--- src/rtl/ram_arbiter_if.sv ---
// ram_arbiter_if: one requester's connection to the RAM arbiter.
//   req           level request; address/data_in/write_enable held while high
//   address       request address
//   data_in       write data
//   write_enable  1 = write, 0 = read
//   data_out      registered read data, valid with done and held afterwards
//   done          one-cycle completion pulse
// master = requester side, slave = arbiter side.
interface ram_arbiter_if #(
    parameter int ADDR_WIDTH = 16,
    parameter int DATA_WIDTH = 8
);
    logic                  req;
    logic [ADDR_WIDTH-1:0] address;
    logic [DATA_WIDTH-1:0] data_in;
    logic                  write_enable;
    logic [DATA_WIDTH-1:0] data_out;
    logic                  done;

    modport master (
        output req, address, data_in, write_enable,
        input  data_out, done
    );

    modport slave (
        input  req, address, data_in, write_enable,
        output data_out, done
    );
endinterface

--- src/rtl/ram_arbiter.sv ---
// ram_arbiter: shares one single-ported, synchronous-read RAM between two
// requesters (a = SPC700 core, b = DSP voice engine). A winning request is
// captured, drives the RAM for one cycle (ACCESS), and its read data is
// registered into the port's data_out on the following edge (COMPLETE).
//   clock, reset      single clock; asynchronous active-high reset
//   a, b              requester ports (ram_arbiter_if.slave)
//   ram_address       RAM address (last captured value)
//   ram_data_in       RAM write data (last captured value)
//   ram_write_enable  RAM write strobe, high only in ACCESS for a write
//   ram_data_out      RAM read data, valid the cycle after ACCESS
module ram_arbiter #(
    parameter int ADDR_WIDTH     = 16,
    parameter int DATA_WIDTH     = 8,
    parameter int FIXED_PRIORITY = 0
) (
    input  logic                  clock,
    input  logic                  reset,
    ram_arbiter_if.slave          a,
    ram_arbiter_if.slave          b,
    output logic [ADDR_WIDTH-1:0] ram_address,
    output logic [DATA_WIDTH-1:0] ram_data_in,
    output logic                  ram_write_enable,
    input  logic [DATA_WIDTH-1:0] ram_data_out
);

    typedef enum logic [1:0] {IDLE, ACCESS, COMPLETE} state_t;

    localparam logic PORT_A = 1'b0;
    localparam logic PORT_B = 1'b1;

    state_t                state, state_next;
    logic                  grant, last_grant;
    logic [ADDR_WIDTH-1:0] addr_q;
    logic [DATA_WIDTH-1:0] data_q;
    logic                  we_q;
    logic                  a_done_q, b_done_q;
    logic [DATA_WIDTH-1:0] a_rdata_q, b_rdata_q;

    logic finishing_a, finishing_b;
    logic elig_a, elig_b;
    logic win, win_b;

    always_comb begin
        // A port whose done is high, or which is completing this edge, sits
        // out one arbitration so its requester can react to done.
        finishing_a = (state == COMPLETE) && (grant == PORT_A);
        finishing_b = (state == COMPLETE) && (grant == PORT_B);
        elig_a      = a.req && !a_done_q && !finishing_a;
        elig_b      = b.req && !b_done_q && !finishing_b;
        win         = (state != ACCESS) && (elig_a || elig_b);
        if (elig_a && elig_b) begin
            win_b = (FIXED_PRIORITY != 0) ? PORT_A : (last_grant == PORT_A);
        end else begin
            win_b = elig_b;
        end

        state_next = state;
        case (state)
            IDLE:     if (win) state_next = ACCESS;
            ACCESS:   state_next = COMPLETE;
            COMPLETE: state_next = win ? ACCESS : IDLE;
            default:  state_next = IDLE;
        endcase
    end

    always_ff @(posedge clock or posedge reset) begin
        if (reset) begin
            state <= IDLE;
        end else begin
            state <= state_next;
        end
    end

    always_ff @(posedge clock or posedge reset) begin
        if (reset) begin
            grant      <= PORT_A;
            last_grant <= PORT_B;
            addr_q     <= '0;
            data_q     <= '0;
            we_q       <= 1'b0;
            a_done_q   <= 1'b0;
            b_done_q   <= 1'b0;
            a_rdata_q  <= '0;
            b_rdata_q  <= '0;
        end else begin
            a_done_q <= 1'b0;
            b_done_q <= 1'b0;
            if (state == COMPLETE) begin
                if (grant == PORT_A) begin
                    a_done_q <= 1'b1;
                    if (!we_q) a_rdata_q <= ram_data_out;
                end else begin
                    b_done_q <= 1'b1;
                    if (!we_q) b_rdata_q <= ram_data_out;
                end
            end
            if (win) begin
                addr_q     <= win_b ? b.address      : a.address;
                data_q     <= win_b ? b.data_in      : a.data_in;
                we_q       <= win_b ? b.write_enable : a.write_enable;
                grant      <= win_b;
                last_grant <= win_b;
            end
        end
    end

    // Gating with the state register makes reset drop a pending write at once.
    assign ram_address      = addr_q;
    assign ram_data_in      = data_q;
    assign ram_write_enable = (state == ACCESS) && we_q;

    assign a.done     = a_done_q;
    assign b.done     = b_done_q;
    assign a.data_out = a_rdata_q;
    assign b.data_out = b_rdata_q;

endmodule

--- src/flat_wrapper.sv ---
// flat-port wrapper written by rule: the top's interface ports become plain ports
module ram_arbiter_flat 
#(
    parameter int ADDR_WIDTH     = 16,
    parameter int DATA_WIDTH     = 8,
    parameter int FIXED_PRIORITY = 0
)
  (clock, reset, ram_address, ram_data_in, ram_write_enable, ram_data_out, a_req, a_address, a_data_in, a_write_enable, a_data_out, a_done, b_req, b_address, b_data_in, b_write_enable, b_data_out, b_done);
  ram_arbiter_if #(.ADDR_WIDTH(ADDR_WIDTH), .DATA_WIDTH(DATA_WIDTH)) a_i ();
  ram_arbiter_if #(.ADDR_WIDTH(ADDR_WIDTH), .DATA_WIDTH(DATA_WIDTH)) b_i ();
  input  logic clock;
  input  logic reset;
  output logic [ADDR_WIDTH-1:0] ram_address;
  output logic [DATA_WIDTH-1:0] ram_data_in;
  output logic ram_write_enable;
  input  logic [DATA_WIDTH-1:0] ram_data_out;
  input wire logic [$bits(a_i.req)-1:0] a_req;
  input wire logic [$bits(a_i.address)-1:0] a_address;
  input wire logic [$bits(a_i.data_in)-1:0] a_data_in;
  input wire logic [$bits(a_i.write_enable)-1:0] a_write_enable;
  output wire logic [$bits(a_i.data_out)-1:0] a_data_out;
  output wire logic [$bits(a_i.done)-1:0] a_done;
  input wire logic [$bits(b_i.req)-1:0] b_req;
  input wire logic [$bits(b_i.address)-1:0] b_address;
  input wire logic [$bits(b_i.data_in)-1:0] b_data_in;
  input wire logic [$bits(b_i.write_enable)-1:0] b_write_enable;
  output wire logic [$bits(b_i.data_out)-1:0] b_data_out;
  output wire logic [$bits(b_i.done)-1:0] b_done;
  assign a_i.req = a_req;
  assign a_i.address = a_address;
  assign a_i.data_in = a_data_in;
  assign a_i.write_enable = a_write_enable;
  assign a_data_out = a_i.data_out;
  assign a_done = a_i.done;
  assign b_i.req = b_req;
  assign b_i.address = b_address;
  assign b_i.data_in = b_data_in;
  assign b_i.write_enable = b_write_enable;
  assign b_data_out = b_i.data_out;
  assign b_done = b_i.done;
  ram_arbiter #(.ADDR_WIDTH(ADDR_WIDTH), .DATA_WIDTH(DATA_WIDTH), .FIXED_PRIORITY(FIXED_PRIORITY)) u_core (.clock(clock), .reset(reset), .a(a_i), .b(b_i), .ram_address(ram_address), .ram_data_in(ram_data_in), .ram_write_enable(ram_write_enable), .ram_data_out(ram_data_out));
endmodule
--- config.mk ---
export PLATFORM = sky130hd
export DESIGN_NAME = ram_arbiter_flat
export DESIGN_NICKNAME = d
export VERILOG_FILES = /design/src/rtl/ram_arbiter_if.sv /design/src/rtl/ram_arbiter.sv /design/src/flat_wrapper.sv
export SDC_FILE = /design/constraint.sdc
export NUM_CORES = 1
export LEC_CHECK = 0
export ABC_CLOCK_PERIOD_IN_PS = 5070
export CAP_MARGIN = 15
export CORE_MARGIN = 3
export CORE_UTILIZATION = 44
export DETAILED_ROUTE_END_ITERATION = 10
export PLACE_DENSITY_LB_ADDON = 0.3
export SLEW_MARGIN = 25
export SYNTH_ARGS = -nofsm -noshare
export SYNTH_HDL_FRONTEND = slang
export SYNTH_SLANG_ARGS = --single-unit
--- constraint.sdc ---
create_clock -name clock -period 5.07 [get_ports clock]
set_input_delay 1.2675 -clock clock [delete_from_list [all_inputs] [get_ports clock]]
set_output_delay 1.2675 -clock clock [all_outputs]
set_load 0.02 [all_outputs]
==> results.md <==
- Outcome: complete, no violations
- Drt total wl: 4.658 mm
- Grt ovf: 0
- Initial antenna violation count: 0
- CTS tree: yes
- Fmax: 315.0 MHz
- Cell area power density: slightly above 600 mW/mm2
- Die area: about 0.006 mm2
- Worst slew pin tran: 914.8 ps
- Tot Pwr: 2049 uW
- Syn_area_per_cell: around 16 um2
- Synth-to-Final Area Change: 53.70%
- Crit path DAT: 3370 ps
- DP HPWL: 3.431 mm
- Final period utilization: between 60% and 70%
- RSZ-0062 raised after global routing: no
- Die X: 76.71 um
- CP Launch Type: input pin
- Max-slew violations: 0
- Routability cong.: 0.6930
- Clock-pin slew on the worst setup and hold paths: 90 ps
- Initial Utilization: 45.96%
- Worst setup EP type: flop
- PostCTS Resize Cnt: 0
- Fill count: around 340
- Final ANT Viol Nets: 0
- Synth warnings: 0
- Cells after synthesis: between 100 and 150
- CTS Hold Bufs: 0
- Final setup TNS: 0 ps
- Crit path required time: 5270 ps
- Row count: 25
- Crit Path Class: in -> reg
- Die height: 76.71 um
- Max Fanout on Critical Path: 25
- Hold Path Class: reg -> reg
- H-tree Lvls: 2
- Post-Syn Nets: approximately 200
- Fin util: 70.64%
- EDFF count, synth: 0
- Initial DRC Count: 36
- Async SR Flop Fraction: 100.0%
- Synth Flop Type: dfrtp_1
- Clock sinks: 47
- Num CTS Buffers: 5
- Final Hold Viols: 0
- Post-Syn Area: between 0.002 and 0.0025 mm2
- Worst-skew pair later-pin latency: approximately 310 ps
- Final nets: 307
- Synth unique cells: 20
- Synthesized flop and latch total: 47
- Leakage: 0.001419 uW
- # Post-CTS Setup Buffers: 0
- Register area share after synthesis: a little over half
- First-pass GRT wire length: 7.769 mm
- Total of max-cap violations: 0
- Antenna Cells: 0
- Final setup violation count: 0
- Via count of the first global-routing pass: 1587
- Port Buf Inserts: 104
- DRC errors left: 0
- Largest net degree at the start of global routing: 48
- Final min period: 3174 ps
- Longest Clk Path Bufs: 2
- WL/cell: 14.88 um
- Vias/cell: 4.783
- Hold slack: 505.8 ps
- Layout Skew: 3.757 ps
- Vias: 1497
- Peak VDD IR: 0.3385 mV
- Root buffer cell: clkbuf_8
- GRT Util Overall: between 10% and 20%
- DR pass1 iterations: 4
- Area of the multi-input gates: 969.7 um2
- FF+latch area: 0.001177 mm2
- Rel. slew slack: between 30% and 40%
- IO Count: 105
- Core Area: 0.004786 mm2
- Layout cells sized above 1: 32.52%
## worst max-delay path, stage by stage
cell             delay [ps]
clkdlybuf4s50_1         450
nor2b_1                 360
a32oi_4                 140
nor2_4                  720
mux2_2                  420
## sequential cells by signal, summed over array words and instances (netlist names)
| signal | count |
|---|---|
| u_core.a.done | 1 |
| u_core.we_q | 1 |
| u_core.a.data_out | 8 |
| u_core.ram_data_in | 8 |
| u_core.ram_address | 16 |
| u_core.b.data_out | 8 |
| u_core.state | 2 |
| u_core.grant | 1 |
| u_core.last_grant | 1 |
| u_core.b.done | 1 |
## routing by layer
metal	track usage, %	vias to the layer above	routed length (um)
met5	0	-	0
met4	4.167	0	43
met3	5.516	4	341
met2	27.87	64	2275
met1	20.12	718	1998
li1	-	711	-
## power breakdown
group / switching [uW] / total, uW / internal [uW]
logic: 489 / 1140 / 656
clock network: 135 / 234 / 98.6
registers: 106 / 670 / 565
total: 730 / 2050 / 1320
## synthesized netlist by cell type, drive strengths merged (2+ instances only)
master  number  area share [%]
o31ai        2            0.68
nor2         4             1.1
nand3b       2            0.68
o21ai        2            0.46
buf          5             1.7
dfrtp       46              52
mux2        66              37
inv          4            0.68
nor2b        2            0.57
## area by class of cell
| class | instances | area share, % |
|---|---|---|
| Clock buffer | 5 | 2.036 |
| Sequential cell | 47 | 34.83 |
| Tap cell | 67 | 2.480 |
| Inverter | 4 | 0.4811 |
| Timing Repair Buffer | 104 | 30.79 |
| Clock inverter | 3 | 0.7032 |
| Multi-Input combinational cell | 83 | 28.68 |
## kinds of logic (layout without fill, tap and decap cells)
group	after synthesis	after routing	synth area share, %
AO/OA/AOI/OAI	6	6	3.356
AND/OR/NAND/NOR	11	11	3.527
flip-flops	47	47	53.53
multiplexers	66	66	37.20
buffers and inverters	9	116	2.389
## path summary, 6_finish.rpt
kind | from | endpoint | slack (ps) | depth (start not counted)
max | b_req | u_core.ram_data_in[4]$_DFFE_PP0P_ | 1900 | 5
min | u_core.state[0]$_DFFE_PP0P_ | u_core.state[0]$_DFFE_PP0P_ | 510 | 1
max reg2reg | u_core.last_grant$_DFFE_PP1P_ | u_core.ram_data_in[3]$_DFFE_PP0P_ | 2920 | 4
min reg2reg | u_core.state[0]$_DFFE_PP0P_ | u_core.state[0]$_DFFE_PP0P_ | 510 | 1
max in group asynchronous | reset | u_core.ram_address[14]$_DFFE_PP0P_ | 3200 | 2
min in group asynchronous | reset | u_core.ram_address[13]$_DFFE_PP0P_ | 1400 | 2
## metrics by stage
stage	setup slack [ps]	cells	cell area [um2]
floorplan	2417	139	2200
global placement	1564	305	3287
detailed placement	1544	305	3287
CTS	1883	313	3379
global route	1761	313	3381
finish	1896	313	3381
## layout by cell type (no fill, tap or decap)
master	count
o211ai_4	1
dfstp_2	1
nor2b_1	2
inv_6	1
o21ai_0	2
and2b_1	1
a32oi_4	1
nor2_2	1
mux2_4	20
and2_1	1
nor2_4	1
mux2_1	1
clkinv_2	1
inv_1	3
dfrtp_1	46
nor2_1	2
or3b_4	1
o31ai_1	2
clkinvlp_4	2
clkdlybuf4s50_1	104
mux2_2	45
nand3b_1	2
clkbuf_8	5
Note: power is estimated with default switching activity, not from simulation.
